--- config.mk ---
export PLATFORM = sky130hd
export DESIGN_NAME = sprite_bank_loader
export DESIGN_NICKNAME = d
export VERILOG_FILES = /design/src/rtl/sprite_bank_loader_pkg.sv /design/src/rtl/sprite_bank.sv /design/src/rtl/sprite_bank_loader.sv
export SDC_FILE = /design/constraint.sdc
export NUM_CORES = 1
export LEC_CHECK = 0
export BUFFER_PORTS_ARGS = -buffer_cell sky130_fd_sc_hd__buf_4
export CORE_MARGIN = 2
export CORE_UTILIZATION = 60
export DETAILED_ROUTE_END_ITERATION = 8
export GPL_TIMING_DRIVEN = 0
export PLACE_DENSITY = 0.77
export SYNTH_ARGS = -nofsm -noshare
export SYNTH_HDL_FRONTEND = slang
export SYNTH_SLANG_ARGS = --single-unit
--- constraint.sdc ---
create_clock -name clk -period 2.55 [get_ports clk]
set_input_delay 0.51 -clock clk [delete_from_list [all_inputs] [get_ports clk]]
set_output_delay 0.51 -clock clk [all_outputs]
set_load 0.02 [all_outputs]
--- src/rtl/sprite_bank_loader_pkg.sv ---
// Shared definitions for the sprite bank loader: default geometry and loader state encodings.
package sprite_bank_loader_pkg;

    localparam int SPR_ROWS  = 16;
    localparam int SPR_WIDTH = 8;

    typedef enum logic {
        LDR_FILL      = 1'b0,
        LDR_FULL_WAIT = 1'b1
    } ldr_state_e;

endpackage

--- src/rtl/sprite_bank.sv ---
// Double-buffered sprite row store: one synchronous write port, one asynchronous read port.
module sprite_bank #(
    parameter int ROWS  = 16,
    parameter int WIDTH = 8,
    localparam int AW   = $clog2(ROWS)
) (
    input  logic             clk,
    input  logic             we,
    input  logic             wr_bank,
    input  logic [AW-1:0]    wr_addr,
    input  logic [WIDTH-1:0] wr_data,
    input  logic             rd_bank,
    input  logic [AW-1:0]    rd_addr,
    output logic [WIDTH-1:0] rd_data
);

    // Storage is deliberately unreset; bits is masked by front_valid upstream.
    logic [WIDTH-1:0] mem [0:2*ROWS-1];

    always_ff @(posedge clk) begin
        if (we) begin
            mem[{wr_bank, wr_addr}] <= wr_data;
        end
    end

    assign rd_data = mem[{rd_bank, rd_addr}];

endmodule

--- src/rtl/sprite_bank_loader.sv ---
// Streams sprite rows into the back bank and swaps banks only while the renderer is idle.
module sprite_bank_loader
    import sprite_bank_loader_pkg::*;
#(
    parameter int ROWS  = SPR_ROWS,
    parameter int WIDTH = SPR_WIDTH,
    localparam int AW   = $clog2(ROWS)
) (
    input  logic             clk,
    input  logic             reset,
    input  logic             wr_valid,
    output logic             wr_ready,
    input  logic [WIDTH-1:0] wr_data,
    input  logic             wr_last,
    input  logic             in_progress,
    input  logic [AW-1:0]    yofs,
    output logic [WIDTH-1:0] bits,
    output logic             swap_done,
    output logic             error
);

    localparam logic [AW-1:0] LAST_ROW = AW'(ROWS - 1);

    ldr_state_e       state;
    ldr_state_e       state_nxt;
    logic [AW-1:0]    wptr;
    logic             front_sel;
    logic             front_valid;
    logic             accept;
    logic             swap;
    logic             at_last_row;
    logic [WIDTH-1:0] front_data;

    assign accept      = wr_valid && wr_ready;
    assign at_last_row = (wptr == LAST_ROW);

    always_ff @(posedge clk or negedge reset) begin
        if (!reset) begin
            state <= LDR_FILL;
        end else begin
            state <= state_nxt;
        end
    end

    always_comb begin
        state_nxt = state;
        case (state)
            LDR_FILL: begin
                if (accept && at_last_row && wr_last) begin
                    state_nxt = LDR_FULL_WAIT;
                end
            end
            LDR_FULL_WAIT: begin
                if (!in_progress) begin
                    state_nxt = LDR_FILL;
                end
            end
            default: state_nxt = LDR_FILL;
        endcase
    end

    always_comb begin
        wr_ready = (state == LDR_FILL);
        swap     = (state == LDR_FULL_WAIT) && !in_progress;
    end

    // Any frame boundary, good or bad, rewinds the pointer; a mismatch only flags it.
    always_ff @(posedge clk or negedge reset) begin
        if (!reset) begin
            wptr        <= '0;
            front_sel   <= 1'b0;
            front_valid <= 1'b0;
            swap_done   <= 1'b0;
            error       <= 1'b0;
        end else begin
            swap_done <= swap;
            if (accept) begin
                if (at_last_row || wr_last) begin
                    wptr <= '0;
                end else begin
                    wptr <= wptr + AW'(1);
                end
                if (at_last_row != wr_last) begin
                    error <= 1'b1;
                end
            end
            if (swap) begin
                front_sel   <= ~front_sel;
                front_valid <= 1'b1;
            end
        end
    end

    sprite_bank #(
        .ROWS  (ROWS),
        .WIDTH (WIDTH)
    ) u_bank (
        .clk     (clk),
        .we      (accept),
        .wr_bank (~front_sel),
        .wr_addr (wptr),
        .wr_data (wr_data),
        .rd_bank (front_sel),
        .rd_addr (yofs),
        .rd_data (front_data)
    );

    assign bits = front_valid ? front_data : '0;

endmodule

==> results by group <==
Outcome
  – Status: complete, but fails checks
  – Failing checks: setup timing

Layout
  – Share of cells above drive strength 1: 31.4%
  – Area occupied by multi-input gates: 0.00262 sq mm
  – Antenna diode count: 0
  – FF+latch area: 0.00791 sq mm
  – Fin nets: 581
  – Area delta synth->final: 15.2%
  – Final Non-Filler Cells: 801
  – End-of-flow core utilization: 70.2%
  – Filler cells: 1041

Timing
  – Clk_skew: 0.0132 ns
  – WHS: 0.221 ns
  – Final WS setup: -0.244 ns
  – RSZ-0062 raised after global routing: yes
  – Post-route minimum period: 2.79 ns
  – Final Max Tran Viols: 0
  – Final-report hold violation count: 0
  – Max_slew headroom: 40.8%
  – Fin crit share: 110%
  – F_max: 358 MHz
  – Worst slew pin tran: 0.885 ns
  – Setup TNS: -1.79 ns
  – Setup violations, final: 8

CTS
  – H-tree Lvls: 1
  – Clock-pin slew on the worst setup and hold paths: 0.06 ns
  – Skew-Pair Late Insertion Delay: 0.53 ns
  – CTS tree: built
  – CTS Buffer Depth: 3
  – Post-CTS setup buffer count: 0
  – Clock Sinks: 265
  – Total CTS buffers: 26
  – Root Buffer: clkbuf_16

Floorplanning
  – Core footprint: 0.0172 sq mm
  – Io pins: 28
  – Initial Util: 60.9%
  – Total die area: 0.0185 sq mm
  – Die width: 136 um
  – Die Y-Extent: 136 um
  – Num rows: 48

Pwr
  – Clock power frac: 40.9%
  – Seq pwr share: 53.4%
  – PwrDens: 750 mW/mm^2
  – Net Sw Frac: 21.0%
  – Tot Pwr: 9.05 mW
  – Pint: 7.14 mW
  – NetSw: 1.90 mW
  – P_leak: 3.90 nW
  – VDD IR max: 0.000578 V
  – Comb power frac: 5.7%

Global routing
  – Initial antenna violation count: 0
  – Largest net degree at the start of global routing: 33
  – Grt ovf: 0
  – Vias in the first global route: 5475
  – GRT Resource Usage Total: 26.5%
  – First-pass GRT wire length: 35100 um

Logic synthesis
  – Instance count of the mapped netlist: 509
  – Post-synth EDFFs: 256
  – Seq cells post-synth: 265
  – Synth warn: 0
  – Mapped Area: 0.0105 sq mm
  – Post-synth net total: 531
  – Top_reg_cell synth: edfxtp_1
  – FFs w/ async S/R, synth: 3.40%
  – Avg Cell Area, Syn: 20.6 sq um
  – Synth cell types: 35
  – Seq/Total Area, Yosys: 75.6%

Routing
  – Initial drt markers: 669
  – DR WL/cell: 29.6 um
  – Drt drc: 0
  – Antenna Nets Post-Route: 0
  – 1st-pass router iterations: 5
  – Vias/cell: 6.70
  – Via count: 5370
  – Total Routed Length: 23700 um

Setup path
  – WP data required: 2.04 ns
  – Crit path capture type: primary output
  – Crit path kind: reg -> out
  – CP Launch Point: u_bank.mem[2][5]
  – CP cell instances: mux4_2, mux2_4, o221ai_4, a31oi_1, buf_4
  – Slowest cell on crit path: mux4_2
  – Critical Path AT: 2.28 ns
  – Critical Path Source Type: register
  – FF-to-FF Start: front_sel
  – CP peak stage delay: 0.52 ns
  – CP Max Fanout: 1

Place
  – Port bufs: 26
  – Dpl hpwl: 13600 um
  – Placed cells: 760
  – Final GP Congestion: 0.980

Job
  – Max_cap viols: 0

Worst hold path
  – HP Start: in_progress
  – Hold Path Class: in -> reg
## layout by cell type, fill, tap and decap left out, types with 9 or more instances in the layout
cell	instances
mux2_4	11
clkbuf_16	27
mux2i_1	16
nor2_1	27
edfxtp_1	256
buf_4	30
nor2_2	9
mux4_2	53
o21ai_0	9
nand2_1	12
dfrtp_1	9
clkbuf_1	12
## kinds of logic (layout without fill, tap and decap cells)
family,Yosys count,after routing,share of synthesized area (%)
multiplexers,88,88,15.8
buffers and inverters,33,100,1.72
flip-flops,265,265,75.6
XOR/XNOR,1,1,0.0837
AND/OR/NAND/NOR,71,71,3.11
adder cells (fa/ha/maj),5,5,0.598
AO/OA/AOI/OAI,46,46,3.11
## critical path: cells and delay by family (launching register included)
kind                   cells  cell delay, ns
buffers and inverters      1            0.22
AOI/OAI and AO/OA          2            0.32
muxes                      2            0.84
DFF                        1            0.37
## path summary, 6_finish.rpt
kind | to | slack, ns | cells after the start
setup reg to reg | u_bank.mem[13][6] | 0.17 | 3
hold reg to reg | error | 0.46 | 1
setup / recovery | bits[5] | -0.24 | 5
max in group asynchronous | wptr[1] | 2.07 | 2
min in group asynchronous | swap_done | 0.34 | 2
hold / removal | state | 0.22 | 3
## Yosys cell counts, types with 8 or more instances
cell / instances / area share, %
o21ai_0: 10 / 0.48
mux4_2: 43 / 9.3
nand2_1: 12 / 0.43
mux2_2: 16 / 1.7
clkbuf_1: 9 / 0.32
a22oi_1: 8 / 0.57
o221ai_1: 8 / 0.67
mux2i_1: 16 / 1.5
edfxtp_1: 256 / 73
buf_4: 8 / 0.57
nor2_1: 36 / 1.3
a31oi_1: 8 / 0.48
mux4_1: 13 / 3.3
dfrtp_1: 9 / 2.2
## power groups by stage
stage | registers (mW) | clock network [mW] | logic, mW
3_5_place_dp | 4.92 | 0 | 0.437
4_1_cts | 4.83 | 3.69 | 0.479
6_report | 4.83 | 3.70 | 0.517
5_1_grt | 4.83 | 3.86 | 0.547
3_3_place_gp | 4.92 | 0 | 0.412
2_1_floorplan | 4.92 | 0 | 0.254
## per-stage QoR
| step | instance area, sq um | setup WS (ns) |
|---|---|---|
| floorplan | 10500 | 0.157 |
| global placement | 10900 | -0.400 |
| detailed placement | 10900 | -0.424 |
| CTS | 11900 | -0.219 |
| global route | 12100 | -0.297 |
| finish | 12100 | -0.244 |
## final cells by class
class,count,area share (%)
Sequential cell,265,65.6
Buffer,22,1.69
Tap cell,225,2.33
Timing Repair Buffer,27,1.70
Inverter,6,0.187
Multi-Input combinational cell,211,21.8
Clock buffer,34,5.82
Clock inverter,11,0.892
## what timing repair did
action | in CTS | in global routing
pin swaps | 4 | 2
endpoints found under the hold margin | 9 | 0
hold buffers | 1 | 0
setup endpoints to repair | 8 | 64
resized for setup | 48 | 34
## registers in the layout (all words and copies together), names as in the netlist
signal	flops
error	1
wptr	4
state	1
front_valid	1
swap_done	1
front_sel	1
u_bank.mem	256
## metal layers
metal	wire length [um]	track usage, %
met1	9280	37.3
met3	1950	5.29
met5	0	0
met2	11500	41.1
met4	932	12.0
(Power assumes the default switching activity.)
